File: src/rtl/column_flattener_pkg.sv
// Shared types and screen geometry for the column flattener write-side stage.
package column_flattener_pkg;

    localparam int SCREEN_WIDTH  = 320;
    localparam int SCREEN_HEIGHT = 180;
    localparam int PIXEL_WIDTH   = 9;

    localparam logic [7:0] CEILING_COLOR = 8'h10;
    localparam logic [7:0] FLOOR_COLOR   = 8'h20;

    // Sized copies of the geometry so comparisons and sums stay width-matched.
    localparam logic [8:0]  COL_LIMIT  = 9'(SCREEN_WIDTH);
    localparam logic [7:0]  ROW_COUNT  = 8'(SCREEN_HEIGHT);
    localparam logic [7:0]  LAST_ROW   = 8'(SCREEN_HEIGHT - 1);
    localparam logic [15:0] ROW_STRIDE = 16'(SCREEN_WIDTH);

    typedef struct packed {
        logic       shade;
        logic [7:0] palette;
    } fb_pixel_t;

    typedef enum logic [1:0] {
        IDLE      = 2'd0,
        DRAW      = 2'd1,
        SWAP_WAIT = 2'd2
    } state_t;

    // Pixel for one row: ceiling above the wall span, wall inside it, floor below.
    function automatic fb_pixel_t span_pixel(input logic [7:0] row,
                                             input logic [7:0] span_start,
                                             input logic [7:0] span_end,
                                             input logic       side,
                                             input logic [7:0] color);
        fb_pixel_t pix;
        if (row < span_start) begin
            pix = '{shade: 1'b0, palette: CEILING_COLOR};
        end else if (row < span_end) begin
            pix = '{shade: side, palette: color};
        end else begin
            pix = '{shade: 1'b0, palette: FLOOR_COLOR};
        end
        return pix;
    endfunction

endpackage

File: src/rtl/column_flattener_if.sv
// Column descriptor handshake, frame-buffer swap status and pixel write bus.
interface column_flattener_if;
    import column_flattener_pkg::*;

    logic                   col_valid_in;
    logic                   col_ready_out;
    logic [8:0]             col_x_in;
    logic [7:0]             line_height_in;
    logic [7:0]             wall_color_in;
    logic                   side_in;
    logic [1:0]             fb_ready_to_switch_in;
    logic [15:0]            ray_address_out;
    logic [PIXEL_WIDTH-1:0] ray_pixel_out;
    logic                   ray_valid_out;
    logic                   ray_last_pixel_out;

    // Upstream ray caster / frame-buffer side.
    modport master (
        output col_valid_in, col_x_in, line_height_in, wall_color_in, side_in,
               fb_ready_to_switch_in,
        input  col_ready_out, ray_address_out, ray_pixel_out, ray_valid_out,
               ray_last_pixel_out
    );

    // The flattener itself.
    modport slave (
        input  col_valid_in, col_x_in, line_height_in, wall_color_in, side_in,
               fb_ready_to_switch_in,
        output col_ready_out, ray_address_out, ray_pixel_out, ray_valid_out,
               ray_last_pixel_out
    );

endinterface

File: src/rtl/column_flattener_span.sv
// Combinational wall span: clamps the line height to the screen and centres it.
module column_span_calc
    import column_flattener_pkg::*;
(
    input  logic [7:0] line_height,
    output logic [7:0] span_start,
    output logic [7:0] span_end
);

    logic [7:0] clamped;

    // Clamp, then centre the span; the end is exclusive and never exceeds ROW_COUNT.
    always_comb begin
        clamped    = (line_height > ROW_COUNT) ? ROW_COUNT : line_height;
        span_start = (ROW_COUNT - clamped) >> 1;
        span_end   = span_start + clamped;
    end

endmodule

File: src/rtl/column_flattener.sv
// Sweeps one wall-column descriptor top-to-bottom into flat frame-buffer writes,
// flags the final pixel of a frame and stalls until the buffers swap.
module column_flattener
    import column_flattener_pkg::*;
(
    input  logic         pixel_clk_in,
    input  logic         rst_in,
    column_flattener_if.slave bus
);

    state_t     state, next_state;
    logic       accept, emit, clear_count, ready;

    logic [7:0] in_start, in_end;
    logic [7:0] span_start_q, span_end_q, wall_color_q;
    logic       side_q;

    logic [7:0]  row_q;
    logic [7:0]  next_row;
    logic [15:0] addr_q;
    fb_pixel_t   pixel_q;
    logic        valid_q, last_q;
    logic [8:0]  col_count_q;

    column_span_calc u_span (
        .line_height (bus.line_height_in),
        .span_start  (in_start),
        .span_end    (in_end)
    );

    assign next_row = row_q + 8'd1;

    // State register.
    always_ff @(posedge pixel_clk_in) begin
        if (rst_in) state <= IDLE;
        else        state <= next_state;
    end

    // Next-state and control strobes for the datapath.
    always_comb begin
        // NOTE: every signal gets a default first so no path leaves one unassigned and infers a latch.
        next_state  = state;
        ready       = 1'b0;
        accept      = 1'b0;
        emit        = 1'b0;
        clear_count = 1'b0;
        unique case (state)
            IDLE: begin
                ready = 1'b1;
                if (bus.col_valid_in && (bus.col_x_in < COL_LIMIT)) begin
                    accept     = 1'b1;
                    next_state = DRAW;
                end
            end
            DRAW: begin
                if (row_q == LAST_ROW) begin
                    next_state = (col_count_q == COL_LIMIT) ? SWAP_WAIT : IDLE;
                end else begin
                    emit = 1'b1;
                end
            end
            SWAP_WAIT: begin
                if (bus.fb_ready_to_switch_in == 2'b11) begin
                    clear_count = 1'b1;
                    next_state  = IDLE;
                end
            end
            default: next_state = IDLE;
        endcase
    end

    // Descriptor capture at acceptance; only read while drawing.
    always_ff @(posedge pixel_clk_in) begin
        // NOTE: pure data registers qualified by the FSM need no reset; leaving it off keeps them plain enables.
        if (accept) begin
            span_start_q <= in_start;
            span_end_q   <= in_end;
            wall_color_q <= bus.wall_color_in;
            side_q       <= bus.side_in;
        end
    end

    // Registered pixel stream: row 0 on acceptance, then one row per cycle;
    // address and pixel hold when nothing new is emitted.
    always_ff @(posedge pixel_clk_in) begin
        if (rst_in) begin
            row_q       <= '0;
            addr_q      <= '0;
            pixel_q     <= '0;
            valid_q     <= 1'b0;
            last_q      <= 1'b0;
            col_count_q <= '0;
        end else begin
            valid_q <= 1'b0;
            last_q  <= 1'b0;
            if (accept) begin
                row_q   <= '0;
                addr_q  <= {7'd0, bus.col_x_in};
                pixel_q <= span_pixel(8'd0, in_start, in_end, bus.side_in, bus.wall_color_in);
                valid_q <= 1'b1;
            end
            if (emit) begin
                row_q   <= next_row;
                addr_q  <= addr_q + ROW_STRIDE;
                pixel_q <= span_pixel(next_row, span_start_q, span_end_q, side_q, wall_color_q);
                valid_q <= 1'b1;
                if (next_row == LAST_ROW) begin
                    col_count_q <= col_count_q + 9'd1;
                    last_q      <= ((col_count_q + 9'd1) == COL_LIMIT);
                end
            end
            if (clear_count) begin
                col_count_q <= '0;
            end
        end
    end

    assign bus.col_ready_out      = ready;
    assign bus.ray_address_out    = addr_q;
    assign bus.ray_pixel_out      = pixel_q;
    assign bus.ray_valid_out      = valid_q;
    assign bus.ray_last_pixel_out = last_q;

endmodule

File: src/flat_wrapper.sv
// flat-port wrapper written by rule: the top's interface ports become plain ports
module column_flattener_flat import column_flattener_pkg::*;
  (pixel_clk_in, rst_in, bus_col_valid_in, bus_col_x_in, bus_line_height_in, bus_wall_color_in, bus_side_in, bus_fb_ready_to_switch_in, bus_col_ready_out, bus_ray_address_out, bus_ray_pixel_out, bus_ray_valid_out, bus_ray_last_pixel_out);
  column_flattener_if bus_i ();
  input  logic pixel_clk_in;
  input  logic rst_in;
  input wire logic [$bits(bus_i.col_valid_in)-1:0] bus_col_valid_in;
  input wire logic [$bits(bus_i.col_x_in)-1:0] bus_col_x_in;
  input wire logic [$bits(bus_i.line_height_in)-1:0] bus_line_height_in;
  input wire logic [$bits(bus_i.wall_color_in)-1:0] bus_wall_color_in;
  input wire logic [$bits(bus_i.side_in)-1:0] bus_side_in;
  input wire logic [$bits(bus_i.fb_ready_to_switch_in)-1:0] bus_fb_ready_to_switch_in;
  output wire logic [$bits(bus_i.col_ready_out)-1:0] bus_col_ready_out;
  output wire logic [$bits(bus_i.ray_address_out)-1:0] bus_ray_address_out;
  output wire logic [$bits(bus_i.ray_pixel_out)-1:0] bus_ray_pixel_out;
  output wire logic [$bits(bus_i.ray_valid_out)-1:0] bus_ray_valid_out;
  output wire logic [$bits(bus_i.ray_last_pixel_out)-1:0] bus_ray_last_pixel_out;
  assign bus_i.col_valid_in = bus_col_valid_in;
  assign bus_i.col_x_in = bus_col_x_in;
  assign bus_i.line_height_in = bus_line_height_in;
  assign bus_i.wall_color_in = bus_wall_color_in;
  assign bus_i.side_in = bus_side_in;
  assign bus_i.fb_ready_to_switch_in = bus_fb_ready_to_switch_in;
  assign bus_col_ready_out = bus_i.col_ready_out;
  assign bus_ray_address_out = bus_i.ray_address_out;
  assign bus_ray_pixel_out = bus_i.ray_pixel_out;
  assign bus_ray_valid_out = bus_i.ray_valid_out;
  assign bus_ray_last_pixel_out = bus_i.ray_last_pixel_out;
  column_flattener u_core (.pixel_clk_in(pixel_clk_in), .rst_in(rst_in), .bus(bus_i));
endmodule
File: config.mk
export PLATFORM = sky130hd
export DESIGN_NAME = column_flattener_flat
export DESIGN_NICKNAME = d
export VERILOG_FILES = /design/src/rtl/column_flattener_pkg.sv /design/src/rtl/column_flattener_if.sv /design/src/rtl/column_flattener_span.sv /design/src/rtl/column_flattener.sv /design/src/flat_wrapper.sv
export SDC_FILE = /design/constraint.sdc
export NUM_CORES = 1
export LEC_CHECK = 0
export BUFFER_PORTS_ARGS = -buffer_cell sky130_fd_sc_hd__buf_2
export CAP_MARGIN = 15
export CORE_UTILIZATION = 40
export CTS_BUF_LIST = sky130_fd_sc_hd__clkbuf_2 sky130_fd_sc_hd__clkbuf_4 sky130_fd_sc_hd__clkbuf_8
export DETAILED_ROUTE_END_ITERATION = 12
export GPL_ROUTABILITY_DRIVEN = 0
export HOLD_SLACK_MARGIN = 0.1
export PLACE_DENSITY = 0.69
export SLEW_MARGIN = 30
export SYNTH_ARGS = -nofsm -noshare
export SYNTH_HDL_FRONTEND = slang
export SYNTH_SLANG_ARGS = --single-unit
File: constraint.sdc
create_clock -name pixel_clk_in -period 4.4 [get_ports pixel_clk_in]
set_input_delay 0.44 -clock pixel_clk_in [delete_from_list [all_inputs] [get_ports pixel_clk_in]]
set_output_delay 0.44 -clock pixel_clk_in [all_outputs]
set_load 0.02 [all_outputs]
# After elaboration in Yosys (flattened, before gate mapping)
# Cells that the tools add are included.
# word_totals
regBits	70
latchBits	0
ram_bits	0
rom_bits	0
input_bits	31
out_inout_bits	28
elab_cells	67
memories	0
# classes
add_sub_neg	5
n_mul	0
n_div	0
order_cmp	6
n_eq_ne	10
n_shift	0
muxes	25
bitwise	2
n_reduce_logical	7
# ops
operator	n
$mux 9	6
$mux 16	2
$mux 8	3
$eq 9x9->1 const B	2
$add 16x9->16 const B	1
$eq 8x8->1 const B	2
$add 9x1->9 const B	1
$lt 9x9->1 const B	1
$mux 1	9
$add 7x8->8	1
$add 8x1->8 const B	1
$gt 8x8->1 const B	1
$lt 1x8->1 const A	1
$lt 8x7->1	1
$lt 8x8->1	1
$mux 2	4
$sub 8x8->8 const A	1
$lt 1x7->1 const A	1
$ne 2x1->1 const B	3
$pmux 2 s3	1
$eq 2x2->1 const B	2
$reduce_and 3->1	1
$reduce_or 3->1	1
$eq 2x1->1 const B	1
other kinds (6)	7

# Logic depth before layout (Yosys ltp)
# Gate-level depths: netlist of run 1.
# depth
word_depth	9
mapped_depth	18
ltp_nobuf	15

# By module
# Synthesis of run 1 repeated with hierarchy kept, for this count alone.
# unflattened
cells_unflattened	459
area_unflattened_um2	4107.7
# by_module_without_submodules
mod	n_inst	cells_each	area_per_inst_um2	seq_area_each_um2
column_flattener	1	370	3468.3	1671.6
column_span_calc	1	89	639.4	0.0

# Least setup slack after synthesis of run 1
# OpenSTA, ideal clock, no wires.
# synth_path
path_kind	input to register
start	input bus_line_height_in[4]
end	register u_core.pixel_q, in the netlist u_core.bus.ray_pixel_out[5]
setup_time_ps	120
arrival_ps	3405
t_required_ps	4280
slack_ps	875
stages	15
path_cell_list	buf_2 -> o211a_4 -> o21ai_4 -> nand2_1 -> ha_1 -> clkbuf_1 -> a21oi_1 -> and3_1 -> xor2_1 -> ha_1 -> and3_1 -> a211o_2 -> o211a_1 -> buf_6 -> a211o_1
# synth_via
elab_chain_len	9
word_cells_on_any_way	10
classes_between	2 x add/sub; 3 x order compare; 5 x mux
# synth_rtl
element	line_no	rtl
start: declaration	flat_wrapper.sv:9	input wire logic [$bits(bus_i.line_height_in)-1:0] bus_line_height_in;
$gt 8x8->1	column_flattener_span.sv:14	clamped = (line_height > ROW_COUNT) ? ROW_COUNT : line_height;
$mux 8 (*)	column_flattener_span.sv:14	
$sub 8x8->8 (*)	column_flattener_span.sv:15	span_start = (ROW_COUNT - clamped) >> 1;
net u_core.in_start[5]	column_flattener.sv:14	logic [7:0] in_start, in_end;
$add 7x8->8	column_flattener_span.sv:16	span_end = span_start + clamped;
$lt 1x8->1	column_flattener_pkg.sv:37	end else if (row < span_end) begin
$mux 9	column_flattener_pkg.sv:37	
$mux 9 (*)	column_flattener_pkg.sv:35	if (row < span_start) begin
$mux 9 (*)	column_flattener.sv:96	if (accept) begin
$mux 9 (*)	column_flattener.sv:102	if (emit) begin
end signal: assignment	column_flattener.sv:99	pixel_q <= span_pixel(8'd0, in_start, in_end, bus.side_in, bus.wall_color_in);
end signal: assignment	column_flattener.sv:105	pixel_q <= span_pixel(next_row, span_start_q, span_end_q, side_q, wall_color_q);
end: declaration	column_flattener.sv:21	fb_pixel_t pixel_q;
# Mark *: on every way through the listed nets, which the timed path passes. The rest lies on a longest branch. The select of a mux whose other input is x is not followed.
# A chain may end at the register's enable or synchronous reset.

# Worst setup path in the final report of run 1
# layout_path
start	input bus_line_height_in[3]
end	register u_core.pixel_q, in the netlist u_core.bus.ray_pixel_out[1]
# Same word-level chain as after synthesis.

==> results of run 1 <==
final timing paths:
check / from / endpoint / slack, ns / cells after the start
worst max-delay path: bus_line_height_in[3] / u_core.bus.ray_pixel_out[1] / 0.68 / 13
worst min-delay path: bus_wall_color_in[7] / u_core.wall_color_q[7] / 0.28 / 1
worst max register to register: u_core.row_q[0] / u_core.bus.ray_pixel_out[5] / 1.13 / 12
worst min register to register: u_core.bus.ray_address_out[5] / u_core.bus.ray_address_out[5] / 0.45 / 2
cell families after synthesis:
family,count (synthesis),synth area share
AO/OA/AOI/OAI,116,0.193
XOR/XNOR,25,0.0531
flip-flops,70,0.398
AND/OR/NAND/NOR,168,0.202
buffers and inverters,56,0.0598
adder cells (fa/ha/maj),28,0.0850
multiplexers,3,0.00850
flip-flops by register name, summed over array words and instances (netlist names):
| name | cells |
|---|---|
| u_core.row_q | 8 |
| u_core.bus.ray_last_pixel_out | 1 |
| u_core.state | 2 |
| u_core.span_start_q | 7 |
| u_core.bus.ray_address_out | 16 |
| u_core.col_count_q | 9 |
| u_core.side_q | 1 |
| u_core.bus.ray_pixel_out | 9 |
| u_core.bus.ray_valid_out | 1 |
| u_core.wall_color_q | 8 |
| u_core.span_end_q | 8 |
worst max-delay path: cells and delay by family:
family | cells | cell delay (ns)
compound gates | 5 | 1.33
fa+ha+maj | 2 | 0.69
buf+inv | 1 | 0.16
simple gates | 3 | 0.89
mux | 1 | 0.20
xor+xnor | 1 | 0.21
power breakdown:
part	internal, mW	leakage (nW)	switching, mW	total (mW)
Combinational	0.0983	1.25	0.166	0.264
Clock	0.321	0.104	0.257	0.579
Sequential	0.706	0.599	0.0138	0.720
layout make-up:
| type | count | area (sq um) |
|---|---|---|
| clock buffer | 9 | 124 |
| inverter | 33 | 124 |
| clock inverter | 7 | 96.3 |
| multi-input combinational | 340 | 2240 |
| timing repair buffer | 63 | 328 |
| fill | 922 | 5140 |
| tap | 133 | 166 |
| sequential | 70 | 1640 |
metal layers:
layer  GRT usage  part of all wire  vias up
met4      0.0766             0.019        0
met5           0                 0        -
met3      0.0346             0.042       18
met1       0.222              0.46     1693
met2       0.294              0.48       91
li1            -                 -     1792
layout by cell type, fill, tap and decap left out, types with 3 or more instances in the layout:
cell,n
buf_2,58
inv_1,33
o21ai_0,17
a211oi_1,5
nor4_1,7
clkbuf_8,9
o21a_1,5
and3_1,6
o211ai_1,3
nor2_1,42
nand4_1,4
o22ai_1,10
nand2_1,42
a21oi_1,36
dfxtp_1,46
edfxtp_1,24
buf_4,5
nand4b_1,4
nand2b_1,4
xnor2_1,17
or3_1,8
or2_2,4
ha_1,28
a31oi_1,5
nor2b_1,4
nor4b_1,4
xor2_1,8
a32oi_1,8
nor3_1,11
nand3_1,19
metrics by stage:
step                      utilization  hold WS (ns)  instance area, sq um
after floorplan                     -         0.473                  4120
after global placement          0.456         0.438                  4500
after detailed placement        0.456         0.445                  4500
after CTS                       0.479         0.263                  4720
after global routing            0.479         0.258                  4720
final                           0.479         0.279                  4720
==> results.md, run 1 <==
* GR Util All Layers at 0.177
* Fmax at 269 MHz
* Top cell type's share of synthesized area at 0.223
* Io pins at 59
* Num rows at 36
* Worst path required time at 4.60 ns
* Initial DRT Pass Iterations at 4
* Die width at 104 um
* Post-Synthesis Cell Area at 4120 sq um
* Via count at 3594
* CTS Buf Count at 9
* Initial Utilization at 0.418
* Slowest stage cell, crit path: or4_1
* Power density over the cells at 331 nW/um^2
* Critical path fanouts, max at 11
* Slew Limit Fails at 0
* Most common cell in the netlist: dfxtp_1
* Pre-CTS setup slack at 0.326 ns
* Non-Filler Instances at 655
* Post-Place Cells at 639
* Number of synthesized register bits at 70
* Via density at 5.49
* Post-synth ARST share at 0
* Clk_skew at 0.00993 ns
* Leakage Power at 1.96 nW
* Synth Instances at 466
* Share of layout cells above drive strength 1 at 0.176
* Final critical-path share of the clock period at 0.845
* Die Y at 104 um
* Core area at 9860 sq um
* P&R area growth vs syn at 14.5%
* Slew HR at 0.447
* Status: completed
* Hold Crit Class: primary input to flop
* RSZ-0062 raised after global routing: no
* Crit. End Element: flop
* Routed wire length per instance at 14.1 um
* Startpoint Class: primary input
* Die area at 10700 sq um
* WS Path Type: primary input to flop
* Clk slew on worst S/H paths at 0.08 ns
* Leading area contributor after synthesis: dfxtp_1
* Crit path top cell by count: ha_1
* Arrival time of the worst setup path at 3.92 ns
* Net Count, Synth at 525
* Avg Cell Area, Syn at 8.84 sq um
* Setup ws final at 0.684 ns
* Area contributors post-synth: dfxtp_1 22%, edfxtp_1 17%, ha_1 8.5%
* 1st-iter DRT viols at 182
* First-pass GRT wire length at 15600 um
* TNS Setup at 0 ns
* H-Tree Depth at 3
* Clock tree from TritonCTS: built
* Hold Vio Cnt, Final at 0
* Pwr Total at 1.56 mW
* Initial antenna violation count at 0
* Final antenna-violating net count at 0
* Final WL at 9260 um
* Setup-failing EPs final at 0
* Root buf cell: clkbuf_8
* Final Critical Period at 3.72 ns
* # hold bufs at CTS at 0
* Tightest Pin Transition at 0.830 ns
* Skew-Pair Late Insertion Delay at 0.35 ns
* Max-cap violations at 0
* # resized after CTS at 0
* Ant diodes at 0
* Clock sink count at 70
* Number of synthesized flops with an enable pin at 24
* Number of global-route vias before repair at 3311
* Largest net degree at the start of global routing at 48
* Max incr delay on CP at 0.54 ns
* Synth cell types at 64
* Seq/Total Area, Yosys at 0.398
* Post-synth top cells: 46 x dfxtp_1, 42 x nand2_1, 42 x nor2_1
* Gr ovfl total at 0
* Post-synth top flop: dfxtp_1
* Port Buf Inserts at 58
* Peak VDD IR at 0.000222 V
* Post-CTS setup buffer count at 0
* Yosys warning count at 0
* Cells along the critical path: buf_2, o211a_4, o21ai_4, nand2_1, ha_1, a21oi_1, xnor2_1, ha_1, or4_1, nor4_1, mux2_4, o211a_1, o22ai_1
* Layout Nets at 576
* Remaining DRCs at 0
* Hpwl dp at 6750 um
* Bufs on Longest Clock Path at 2
Note: power is estimated with default switching activity, not from simulation.
==> run 2, diff against run 1 <==
--- a/config.mk
+++ b/config.mk
@@ -12,7 +12,7 @@
 export DETAILED_ROUTE_END_ITERATION = 12
 export GPL_ROUTABILITY_DRIVEN = 0
 export HOLD_SLACK_MARGIN = 0.1
-export PLACE_DENSITY = 0.69
+export PLACE_DENSITY = 0.71
 export SLEW_MARGIN = 30
 export SYNTH_ARGS = -nofsm -noshare
 export SYNTH_HDL_FRONTEND = slang
==> constraint.sdc (replaced) <==
create_clock -name pixel_clk_in -period 3.27 [get_ports pixel_clk_in]
set_input_delay 0.327 -clock pixel_clk_in [delete_from_list [all_inputs] [get_ports pixel_clk_in]]
set_output_delay 0.327 -clock pixel_clk_in [all_outputs]
set_load 0.02 [all_outputs]
==> results.md, run 2 (same netlist as run 1, synthesis figures left out) <==
* 1st-iter DRT viols at 184 (was 182)
* Fmax at 330 MHz
* Number of flip-flops in the largest register at 16 (unchanged)
* Area after DPL at 4770 sq um (was 4500 sq um)
* Core area at 9860 sq um (unchanged)
* Sequential fraction of design power at 0.452 (was 0.461)
* Sw Ratio at 0.272 (was 0.280)
* Final WL at 9520 um (was 9260 um)
* Status: completed (unchanged)
* Die area at 10700 sq um (unchanged)
* GR Util All Layers at 0.181 (was 0.177)
* Max-cap violations at 0 (unchanged)
* Crit. End Element: flop (unchanged)
* Routed wire length per instance at 13.9 um (was 14.1 um)
* Startpoint Class: primary input (unchanged)
* Root buf cell: clkbuf_8 (unchanged)
* Num rows at 36 (unchanged)
* Die Y at 104 um (unchanged)
* Peak VDD IR at 0.000277 V (was 0.000222 V)
* P&R area growth vs syn at 21.3% (was 14.5%)
* Via density at 5.42 (was 5.49)
* Power density over the cells at 429 nW/um^2 (was 331 nW/um^2)
* Skew-Pair Late Insertion Delay at 0.35 ns (about the same)
* Slew HR at 0.532 (was 0.447)
* Gr ovfl total at 0 (unchanged)
* H-Tree Depth at 3 (unchanged)
* Final cell area excluding filler cells at 5000 sq um (was 4720 sq um)
* Setup-failing EPs final at 0 (unchanged)
* Final critical-path share of the clock period at 0.927
* Layout Nets at 606 (was 576)
* Share of layout cells above drive strength 1 at 0.232 (was 0.176)
* Bufs on Longest Clock Path at 2 (unchanged)
* RSZ-0062 raised after global routing: no (unchanged)
* Hold Vio Cnt, Final at 0 (unchanged)
* Hpwl dp at 7140 um (was 6750 um)
* Hold WS at 0.161 ns (was 0.279 ns)
* Clock tree from TritonCTS: built (unchanged)
* Remaining DRCs at 0 (unchanged)
* Clk_skew at 0.0146 ns (was 0.00993 ns)
* Critical path startpoint: bus_line_height_in[2] (was bus_line_height_in[3])
* Slew Limit Fails at 0 (unchanged)
* Largest net degree at the start of global routing at 38 (was 48)
* Leakage Power at 2.13 nW (was 1.96 nW)
* Min-delay src: bus_wall_color_in[7] (unchanged)
* Internal at 1.56 mW (was 1.13 mW)
* Most common cell after layout, fill and taps aside: buf_2 (unchanged)
* Initial Utilization at 0.418 (unchanged)
* Final antenna-violating net count at 0 (unchanged)
* Clk slew on worst S/H paths at 0.08 ns (about the same)
* Post-CTS setup buffer count at 0 (unchanged)
* Most frequent cells in the layout: 58 x buf_2, 46 x dfxtp_1, 42 x nor2_1 (was 58 x buf_2, 46 x dfxtp_1, 42 x nor2_1, 42 x nand2_1, 36 x a21oi_1)
* First-pass GRT wire length at 16100 um (was 15600 um)
* CTS Buf Count at 9 (unchanged)
* Hold Crit Class: primary input to flop (unchanged)
* Ant diodes at 0 (unchanged)
* Number of global-route vias before repair at 3584 (was 3311)
* Die width at 104 um (unchanged)
* Io pins at 59 (unchanged)
* Switching pwr at 0.583 mW (was 0.437 mW)
* Clock sink count at 70 (unchanged)
* Arrival time of the worst setup path at 3.27 ns (was 3.92 ns)
* Critical path fanouts, max at 9 (was 11)
* Final Critical Period at 3.03 ns
* Port Buf Inserts at 58 (unchanged)
* Via count at 3712 (was 3594)
* WS Path Type: primary input to flop (unchanged)
* Initial antenna violation count at 0 (unchanged)
* Combinational power share at 0.192 (was 0.169)
* Initial DRT Pass Iterations at 4 (unchanged)
* Pwr Total at 2.14 mW (was 1.56 mW)
* Clock network power share at 0.356 (was 0.370)
* Reg2Reg Launch Point: u_core.row_q[1] (was u_core.row_q[0])
* Tightest Pin Transition at 0.700 ns (was 0.830 ns)
* FF-to-FF setup slack at 0.42 ns (was 1.13 ns)
* Worst path required time at 3.51 ns (was 4.60 ns)
[run 2: cell count changes in the layout (fill, tap and decap cells not counted), moves of 2 or more]
cell	delta
buf_12	+2
inv_6	-2
a21oi_1	-2
clkinv_2	+2
clkinv_4	+2
buf_4	+28
clkinvlp_4	-2
[run 2: path summary, 6_finish.rpt]
path,endpoint,cells past startpoint
worst max-delay path,u_core.bus.ray_pixel_out[5],14
worst min-delay path,u_core.wall_color_q[7],1
worst max register to register,u_core.bus.ray_pixel_out[4],12
worst min register to register,u_core.bus.ray_address_out[5],2
[run 2: critical path: stages]
cell     delay, ns
buf_2         0.11
o211a_4       0.26
o21ai_4       0.19
nand2_1       0.12
ha_1          0.24
a21oi_4       0.19
and3_1        0.18
xor2_1        0.21
ha_1          0.31
and3_1        0.22
a211o_2       0.35
o211a_1       0.16
buf_12        0.15
a211o_1       0.25
[run 2: cell type report]
type	instances	area, sq um
repair buffers	93	578
inverters	33	124
clock inverters	6	87.6
flip-flops and latches	70	1640
clock buffers	10	131
multi-input cells	340	2270
fillers	922	4870
well taps	133	166
[run 2: power groups by stage]
stage                     clock, mW  sequential [mW]  combinational, mW
after floorplan                   0             1.00              0.247
after global placement            0            0.986              0.389
after detailed placement          0            0.988              0.403
after CTS                     0.782            0.968              0.404
after global routing          0.809            0.973              0.454
final                         0.763            0.969              0.411
[run 2: what timing repair did]
action,CTS,global route
gates resized for setup,0,2
hold buffers,0,0
endpoints found under the setup margin,0,8
[run 2: metrics by stage]
stage	utilization	TNS [ns]	setup WS, ns	instances
3_3_place_gp	0.483	0	0.00261	669
5_1_grt	0.507	0	0.0253	685
6_report	0.507	0	0.239	685
2_1_floorplan	-	0	0.0162	466
4_1_cts	0.506	0	0.224	685
3_5_place_dp	0.483	-1.01	-0.133	669
[run 2: routing by layer]
| layer | share of wire | wire [um] | GRT usage |
|---|---|---|---|
| met2 | 0.49 | 4710 | 0.312 |
| met3 | 0.031 | 297 | 0.0315 |
| met1 | 0.46 | 4340 | 0.225 |
| met4 | 0.018 | 172 | 0.0694 |
| met5 | 0 | 0 | 0 |
==> run 3, diff against run 2 <==
--- a/config.mk
+++ b/config.mk
@@ -7,6 +7,7 @@
 export LEC_CHECK = 0
 export BUFFER_PORTS_ARGS = -buffer_cell sky130_fd_sc_hd__buf_2
 export CAP_MARGIN = 15
+export CORE_ASPECT_RATIO = 1.1
 export CORE_UTILIZATION = 40
 export CTS_BUF_LIST = sky130_fd_sc_hd__clkbuf_2 sky130_fd_sc_hd__clkbuf_4 sky130_fd_sc_hd__clkbuf_8
 export DETAILED_ROUTE_END_ITERATION = 12
==> results.md, run 3 (same netlist as run 1, synthesis figures left out) <==
* Status: completed (unchanged)
* Die Y at 108 um (was 104 um)
* FILL cells at 931 (was 922)
* Initial antenna violation count at 0 (unchanged)
* Port Buf Inserts at 58 (unchanged)
* Final core occ at 0.503 (was 0.507)
* Setup ws final at 0.225 ns (was 0.239 ns)
* Critical path fanouts, max at 5 (was 9)
* Largest net degree at the start of global routing at 26 (was 38)
* Worst path required time at 3.51 ns (about the same)
* Layout Nets at 610 (was 606)
* Crit. End Element: flop (unchanged)
* Met2 usage at 0.327 (was 0.312)
* Reg2reg path depth at 12 (unchanged)
* Final WL at 9770 um (was 9520 um)
* Startpoint Class: primary input (unchanged)
* Number of flip-flops in the largest register at 16 (unchanged)
* Bufs on Longest Clock Path at 2 (unchanged)
* Buf+Inv Stages, Crit Path at 2 (unchanged)
* Worst reg2reg endpoint: u_core.bus.ray_pixel_out[6] (was u_core.bus.ray_pixel_out[4])
* Die area at 10700 sq um (about the same)
* Final Critical Period at 3.04 ns (was 3.03 ns)
* Reg2Reg Launch Point: u_core.row_q[0] (was u_core.row_q[1])
* FF-to-FF setup slack at 0.33 ns (was 0.42 ns)
* Most common cell after layout, fill and taps aside: buf_2 (unchanged)
* Grt met3 use at 0.0343 (was 0.0315)
* Routed wire length per instance at 14.5 um (was 13.9 um)
* Slew HR at 0.541 (was 0.532)
* 1st-iter DRT viols at 186 (was 184)
* Peak VDD IR at 0.000253 V (was 0.000277 V)
* Setup-failing EPs final at 0 (unchanged)
* Slowest stage cell, crit path: a211o_2 (unchanged)
* Final antenna-violating net count at 0 (unchanged)
* TNS Setup at 0 ns (unchanged)
* Initial Utilization at 0.415 (was 0.418)
* Hpwl dp at 7480 um (was 7140 um)
* Worst Hold Depth at 1 (unchanged)
* Via count at 3797 (was 3712)
* Final cell area excluding filler cells at 4990 sq um (was 5000 sq um)
* Max incr delay on CP at 0.35 ns (about the same)
* Largest delay contributor family on the critical path: compound AO/OA/AOI/OAI gates (unchanged)
* Hold Crit Class: primary input to flop (unchanged)
* Arrival time of the worst setup path at 3.28 ns (was 3.27 ns)
* Initial DRT Pass Iterations at 5 (was 4)
* H-Tree Depth at 3 (unchanged)
* Root buf cell: clkbuf_8 (unchanged)
* P&R area growth vs syn at 21.2% (was 21.3%)
* Skew-Pair Late Insertion Delay at 0.34 ns (was 0.35 ns)
* Clock sink count at 70 (unchanged)
* Remaining DRCs at 0 (unchanged)
* CTS Buf Count at 9 (unchanged)
* Most frequent cells in the layout: 58 x buf_2, 46 x dfxtp_1, 42 x nor2_1 (unchanged)
* Pre-CTS setup slack at -0.131 ns (was -0.133 ns)
* Fmax at 328 MHz (was 330 MHz)
* Core area at 9940 sq um (was 9860 sq um)
* Num rows at 38 (was 36)
* Tightest Pin Transition at 0.688 ns (was 0.700 ns)
* Min-delay src: bus_wall_color_in[7] (unchanged)
* Via density at 5.62 (was 5.42)
* Clk slew on worst S/H paths at 0.08 ns (about the same)
* Share of layout cells above drive strength 1 at 0.236 (was 0.232)
* Io pins at 59 (unchanged)
* RSZ-0062 raised after global routing: no (unchanged)
* Hold Vio Cnt, Final at 0 (unchanged)
* Non-Filler Instances at 676 (was 685)
* Clock tree from TritonCTS: built (unchanged)
* Die width at 98.8 um (was 104 um)
* Clk_skew at 0.0146 ns (about the same)
* Slew Limit Fails at 0 (unchanged)
* Gr ovfl total at 0 (unchanged)
* WS Path Type: primary input to flop (unchanged)
* Max-cap violations at 0 (unchanged)
* Area after DPL at 4760 sq um (was 4770 sq um)
* Leakage Power at 2.14 nW (was 2.13 nW)
* GR Util met1 at 0.226 (was 0.225)
* Post-CTS setup buffer count at 0 (unchanged)
* First-pass GRT wire length at 16300 um (was 16100 um)
* Cells along the critical path: buf_2, o211a_4, o21ai_4, nand2_1, ha_1, a21oi_4, and3_1, xor2_1, ha_1, and3_1, a211o_2, o211a_1, buf_4, a211o_1 (was buf_2, o211a_4, o21ai_4, nand2_1, ha_1, a21oi_4, and3_1, xor2_1, ha_1, and3_1, a211o_2, o211a_1, buf_12, a211o_1)
* GR Util All Layers at 0.188 (was 0.181)
* Number of global-route vias before repair at 3601 (was 3584)
* Final critical-path share of the clock period at 0.931 (was 0.927)
* Ant diodes at 0 (unchanged)
* Power density over the cells at 432 nW/um^2 (was 429 nW/um^2)
* Hold worst-path end: u_core.wall_color_q[7] (unchanged)
* Post-Place Cells at 660 (was 669)
* Busiest grt layer: met2 (unchanged)
[run 3: cell count changes in the layout (fill, tap and decap cells not counted), sizes merged]
cell,previous run,this run
inv,33,34
buf,93,97
clkbuf,10,11
clkinv,4,2
[run 3: area by class of cell]
class	count	area, sq um	area share
clock buffers	11	145	0.0291
clock inverters	5	81.3	0.0163
inverters	33	124	0.0248
multi-input cells	340	2270	0.454
flip-flops and latches	70	1640	0.329
well taps	120	150	0.0301
repair buffers	97	583	0.117
[run 3: through the flow]
step	total power, mW	hold slack (ns)
2_1_floorplan	1.25	0.426
3_3_place_gp	1.37	0.439
3_5_place_dp	1.39	0.450
4_1_cts	2.17	0.156
5_1_grt	2.27	0.149
6_report	2.16	0.166
[run 3: how the worst max path moves through the flow]
| stage | from | to | slack, ns | depth (start not counted) |
|---|---|---|---|---|
| 5_1_grt | bus_line_height_in[2] | u_core.bus.ray_pixel_out[1] | 0.04 | 17 |
| 3_5_place_dp | bus_line_height_in[2] | u_core.bus.ray_pixel_out[6] | -0.13 | 17 |
| 4_1_cts | bus_line_height_in[2] | u_core.bus.ray_pixel_out[6] | 0.21 | 17 |
| 2_1_floorplan | bus_line_height_in[4] | u_core.bus.ray_pixel_out[5] | 0.02 | 15 |
| 6_report | bus_line_height_in[2] | u_core.bus.ray_pixel_out[5] | 0.23 | 14 |
| 3_3_place_gp | bus_line_height_in[2] | u_core.bus.ray_pixel_out[5] | 0.01 | 14 |
[run 3: metal layers]
layer  vias up  share of wire  routed length [um]
li1       1855              -                   -
met1      1814           0.44                4290
met4         0          0.025                 246
met5         -              0                   0
met3        25          0.036                 349
met2       103           0.50                4890
[run 3: timing repair]
| item | CTS | global route |
|---|---|---|
| endpoints found under the setup margin | 0 | 1 |
| endpoints found under the hold margin | 0 | 0 |
| hold buffers | 0 | 0 |
| gates resized for setup | 0 | 2 |
[run 3: report_power, final]
group / switching [mW] / total (mW) / internal (mW)
Combinational: 0.239 / 0.410 / 0.172
Clock: 0.319 / 0.779 / 0.460
Sequential: 0.0195 / 0.970 / 0.951
[run 3: worst reg2reg max path, cell delays in order, from the launching register on]
cell,delay (ns)
dfxtp_1,0.48
ha_1,0.22
nand3_1,0.10
nor2_1,0.15
xnor2_1,0.18
inv_1,0.13
ha_1,0.33
o2111ai_1,0.09
a21oi_1,0.08
o41a_1,0.48
buf_4,0.21
a32oi_1,0.25
o22ai_1,0.12
